### src/rtl/rf_write_arbiter_pkg.sv
// Shared defaults and requester identifiers for the register-file write arbiter.
// The top module, the arbiter and the bench all use these values.
package rf_write_arbiter_pkg;

    localparam int DEF_DATA_W = 32;
    localparam int DEF_ADDR_W = 5;
    localparam int DEF_NREG   = 32;
    localparam int DEF_CNT_W  = 16;

    // A requester ID is also that requester's bit position in the req/gnt vectors.
    typedef enum logic {
        REQ_A = 1'b0,
        REQ_B = 1'b1
    } req_id_e;

endpackage

### src/rtl/decoder_5x32.sv
// Binary-to-one-hot decoder that drives the per-register load enables.
// When en is low, every output is low.
module decoder_5x32 #(
    parameter int AW = 5,
    parameter int N  = 32
) (
    input  logic [AW-1:0] a,
    input  logic          en,
    output logic [N-1:0]  y
);

    // NOTE: give every always_comb output a default first, so no path leaves it unassigned and infers a latch.
    always_comb begin
        y = '0;
        if (en) begin
            y[a] = 1'b1;
        end
    end

endmodule

### src/rtl/rr_arb2.sv
// Two-requester round-robin arbiter. The grant is combinational.
// The last_gnt pointer gives priority to whichever requester was not served most recently.
module rr_arb2
    import rf_write_arbiter_pkg::*;
(
    input  logic       clk,
    input  logic       reset,
    input  logic       hold,
    input  logic [1:0] req,
    output logic [1:0] gnt
);

    req_id_e last_gnt;

    always_comb begin
        gnt = '0;
        if (!reset && !hold) begin
            unique case (req)
                2'b01:   gnt = 2'b01;
                2'b10:   gnt = 2'b10;
                2'b11:   gnt = (last_gnt == REQ_B) ? 2'b01 : 2'b10;
                default: gnt = '0;
            endcase
        end
    end

    // A grant is only ever issued to a requester that is asserting REQ.
    // Any grant is therefore a transfer, and the pointer moves to that requester.
    // NOTE: sequential state uses non-blocking assignments, so every flop samples values from before the edge.
    always_ff @(posedge clk) begin
        if (reset) begin
            last_gnt <= REQ_B;
        end else if (|gnt) begin
            last_gnt <= gnt[REQ_B] ? REQ_B : REQ_A;
        end
    end

endmodule

### src/rtl/rf_write_arbiter.sv
// Shares the register file's single write port between the ALU (A) and load (B) writeback paths.
// The winning write is registered and presented as one-hot LOAD enables plus shared data one cycle later.
module rf_write_arbiter
    import rf_write_arbiter_pkg::*;
#(
    parameter int DATA_W = DEF_DATA_W,
    parameter int ADDR_W = DEF_ADDR_W,
    parameter int NREG   = DEF_NREG,
    parameter int CNT_W  = DEF_CNT_W
) (
    input  logic              CLK,
    input  logic              RESET,
    input  logic              HOLD,
    input  logic              A_REQ,
    input  logic [ADDR_W-1:0] A_ADDR,
    input  logic [DATA_W-1:0] A_DATA,
    output logic              A_GNT,
    input  logic              B_REQ,
    input  logic [ADDR_W-1:0] B_ADDR,
    input  logic [DATA_W-1:0] B_DATA,
    output logic              B_GNT,
    output logic [NREG-1:0]   LOAD_OUT,
    output logic [DATA_W-1:0] D_OUT,
    output logic [CNT_W-1:0]  CONTEND_CNT
);

    localparam logic [CNT_W-1:0] CNT_MAX = {CNT_W{1'b1}};

    logic [1:0]        req;
    logic [1:0]        gnt;
    logic              transfer;
    logic [ADDR_W-1:0] win_addr;
    logic [DATA_W-1:0] win_data;
    logic [NREG-1:0]   load_dec;
    logic              contend;

    assign req = {B_REQ, A_REQ};

    rr_arb2 u_arb (
        .clk   (CLK),
        .reset (RESET),
        .hold  (HOLD),
        .req   (req),
        .gnt   (gnt)
    );

    assign A_GNT    = gnt[REQ_A];
    assign B_GNT    = gnt[REQ_B];
    assign transfer = |gnt;
    assign win_addr = gnt[REQ_B] ? B_ADDR : A_ADDR;
    assign win_data = gnt[REQ_B] ? B_DATA : A_DATA;

    // Register 0 is hard-wired to zero. A write to it still completes the handshake, but no load enable is asserted.
    decoder_5x32 #(
        .AW (ADDR_W),
        .N  (NREG)
    ) u_dec (
        .a  (win_addr),
        .en (transfer && (win_addr != '0)),
        .y  (load_dec)
    );

    // The load enables last exactly one cycle. The data output holds its value between writes.
    // Reset clears any write that was registered but not yet committed.
    always_ff @(posedge CLK) begin
        if (RESET) begin
            LOAD_OUT <= '0;
            D_OUT    <= '0;
        end else begin
            LOAD_OUT <= load_dec;
            if (transfer) begin
                D_OUT <= win_data;
            end
        end
    end

    // Each un-held cycle in which both requesters ask denies one of them.
    assign contend = A_REQ & B_REQ & ~HOLD;

    always_ff @(posedge CLK) begin
        if (RESET) begin
            CONTEND_CNT <= '0;
        end else if (contend && (CONTEND_CNT != CNT_MAX)) begin
            CONTEND_CNT <= CONTEND_CNT + 1'b1;
        end
    end

endmodule
### config.mk
export PLATFORM = sky130hd
export DESIGN_NAME = rf_write_arbiter
export DESIGN_NICKNAME = d
export VERILOG_FILES = /design/src/rtl/rf_write_arbiter_pkg.sv /design/src/rtl/decoder_5x32.sv /design/src/rtl/rr_arb2.sv /design/src/rtl/rf_write_arbiter.sv
export SDC_FILE = /design/constraint.sdc
export NUM_CORES = 1
export LEC_CHECK = 0
export BUFFER_PORTS_ARGS = -buffer_cell sky130_fd_sc_hd__buf_2
export CAP_MARGIN = 20
export CORE_MARGIN = 2
export CORE_UTILIZATION = 50
export CTS_CLUSTER_SIZE = 30
export DETAILED_ROUTE_END_ITERATION = 6
export GPL_TIMING_DRIVEN = 0
export HOLD_SLACK_MARGIN = 0.05
export PLACE_DENSITY = 0.87
export SLEW_MARGIN = 10
export SYNTH_ARGS = -nofsm -noshare
export SYNTH_HDL_FRONTEND = slang
export SYNTH_SLANG_ARGS = --single-unit
### constraint.sdc
create_clock -name CLK -period 4.71 [get_ports CLK]
set_input_delay 0.2355 -clock CLK [delete_from_list [all_inputs] [get_ports CLK]]
set_output_delay 0.2355 -clock CLK [all_outputs]
set_load 0.02 [all_outputs]
==> flow_summary.toml <==
[outcome]
status = "complete, no violations"

[yosys]
syn_nets = 488
synth_area_per_cell_um2 = 8.375
ys_types = 53
yosysSeqAreaShare = 0.4746
netlist_area_mm2 = 0.003417
ys_ff_latch = 81
yosysWarnings = 0
synth_cells = 408

[setup_path]
critical_path_arrival_ns = 2.22
ff2ff_path_depth = 5
start_kind = "register"
crit_type = "reg -> reg"
cp.required_ns = 4.94
cp-end-kind = "register"
cp_max_fo = 5

[global_route]
grt_pass1_wl_um = 15120
grt_max_degree = 16
grt_pass1_vias = 3374
grtUsageTotal = 0.2506
overflow = 0
grt_antenna_before_repair = 0

[floorplan]
fp-row-count = 30
ioPinCount = 161
dieArea_mm2 = 0.007512
core_mm2 = 0.006719
start_util = 0.5086
die_w_um = 86.67
fp.dieH_um = 86.67

[cts]
cts.sink_count = 81
cts_resized = 0
cts.clk_slew.worst_paths_ns = 0.09
clock_latency_ns = 0.34
cts_buffer_depth = 2
cts_tree = "yes"
cts_root_buf = "clkbuf_8"
cts_setup_buffers = 0
h-tree-depth = 3
postCtsHoldBufs = 0
cts-buffers-inserted = 9

[power]
switching_share = 0.2738
p_clk_frac = 0.367
power_switching_mw = 0.3861
ir_worst_vdd_v = 0.0001553
cellPowerDensity_mw_per_mm2 = 312.3
leakagePower_nw = 2.077
sequentialPowerShare = 0.508
p_int_mw = 1.024
comb_power_share = 0.125

[timing]
fmax_ghz = 0.5027
setup_ws_ns = 2.721
setup_viol = 0
period_share = 0.4224
tns_ns = 0
fin_crit_ns = 1.989
tightest_slew_ns = 0.7887
slew_violations = 0
hold_viol_final = 0
rsz0062_at_grt = "no"
slew_headroom = 0.4718
skew_ns = 0.008059

[detailed_routing]
totalWireLength_um = 9412
wl_met2_um = 4658
avgViaCountPerCell = 5.486
drc = 0
wl_met1_um = 3765
antenna_left = 0
drtIter0Drc = 159
dr_total_vias = 3637
dr_wl_met3_um = 789
first_pass_iters = 5
wl_per_cell_um = 14.20
top_layer = "met4"

[placement]
placed_area_mm2 = 0.004313
place_congestion = 0.8392
post-place-ws_ns = 2.756
dpl.hpwl_um = 7129
port_buffers = 159

[layout]
fin_area_mm2 = 0.004516
final_cell_mix = "167 x buf_2, 81 x dfxtp_1, 80 x nand2_1"
area_delta_synth_final_pct = 32.15
drive_above_1_share = 0.3413
final_common_cell = "buf_2"
antenna_cells = 0
final_nets = 658

[worst_hold_path]
hold_path.class = "in -> reg"
min_path_cells = 3

[run]
maxCapViolCount = 0
[critical path: stages (launching register included)]
cell	delay (ns)
dfxtp_1	0.39
ha_1	0.27
and4b_1	0.30
nand4_1	0.23
nor4_1	0.31
mux2_2	0.37
[cells in the mapped netlist, drive strengths merged]
cell type,number,share of area
a2111oi,2,0.0070
a211oi,3,0.0066
a21oi,14,0.021
a221o,1,0.0029
a311oi,32,0.082
a31oi,2,0.0037
and2,2,0.0037
and3,4,0.0073
and3b,1,0.0029
and4,4,0.011
and4b,1,0.0029
buf,10,0.014
clkbuf,14,0.015
conb,1,0.0011
dfxtp,81,0.47
ha,1,0.0037
inv,8,0.0088
mux2,3,0.0099
mux2i,1,0.0029
nand2,81,0.090
nand2b,1,0.0018
nand3,3,0.0059
nand3b,1,0.0022
nand4,7,0.017
nand4b,1,0.0026
nor2,72,0.079
nor2b,5,0.0092
nor3,4,0.0073
nor3b,1,0.0037
nor4,7,0.017
nor4b,4,0.010
o21ai,10,0.015
o21bai,1,0.0022
o311a,1,0.0029
o311ai,1,0.0026
o31a,1,0.0026
o31ai,7,0.015
o41ai,1,0.0026
or3,4,0.0077
or3b,3,0.0077
or4,7,0.015
[area by class of cell]
cell class,count,area [um^2]
timing repair buffer,159,795.8
tap,80,100.1
buffer,24,100.1
multi-input combinational,295,1665
clock inverter,7,78.83
inverter,8,30.03
sequential,81,1622
clock buffer,9,123.9
fill,580,2203
[sequential cells by signal, indices dropped and copies added (netlist names)]
name and cells:
CONTEND_CNT 16, D_OUT 32, LOAD_OUT 32, u_arb.last_gnt 1
[cell families after synthesis]
family / synth area share
DFF: 0.4746
other: 0.001097
muxes: 0.01282
buffers and inverters: 0.03808
AOI/OAI and AO/OA: 0.1655
and+or+nand+nor: 0.3043
adders and majority gates: 0.003661
[metal layers]
layer  up-vias  global-route usage
li1       1801                   -
met4         0              0.1080
met3        22             0.07429
met5         -                   0
met2       153              0.4427
met1      1661              0.2786
[final timing paths]
path | start | endpoint | slack [ns]
setup / recovery | CONTEND_CNT[1]$_SDFFE_PP0P_ | CONTEND_CNT[14]$_SDFFE_PP0P_ | 2.72
hold / removal | B_DATA[10] | D_OUT[10]$_SDFFE_PP0N_ | 0.14
setup reg to reg | CONTEND_CNT[1]$_SDFFE_PP0P_ | CONTEND_CNT[14]$_SDFFE_PP0P_ | 2.72
hold reg to reg | D_OUT[28]$_SDFFE_PP0N_ | D_OUT[28]$_SDFFE_PP0N_ | 0.50
[power by group through the flow]
stage	sequential, mW	combinational, mW	clock [mW]
2_1_floorplan	0.756	0.0740	0
3_3_place_gp	0.731	0.172	0
3_5_place_dp	0.732	0.177	0
4_1_cts	0.716	0.177	0.525
5_1_grt	0.718	0.196	0.552
6_report	0.716	0.177	0.518
[stage by stage]
step / hold slack [ns] / utilization / total power, mW / instances
2_1_floorplan: 0.3945 / - / 0.8301 / 408
3_3_place_gp: 0.4746 / 0.6419 / 0.9032 / 647
3_5_place_dp: 0.4873 / 0.6419 / 0.9085 / 647
4_1_cts: 0.1332 / 0.6721 / 1.418 / 663
5_1_grt: 0.1460 / 0.6721 / 1.467 / 663
6_report: 0.1446 / 0.6721 / 1.410 / 663
Power figures use the tool's default switching activity.
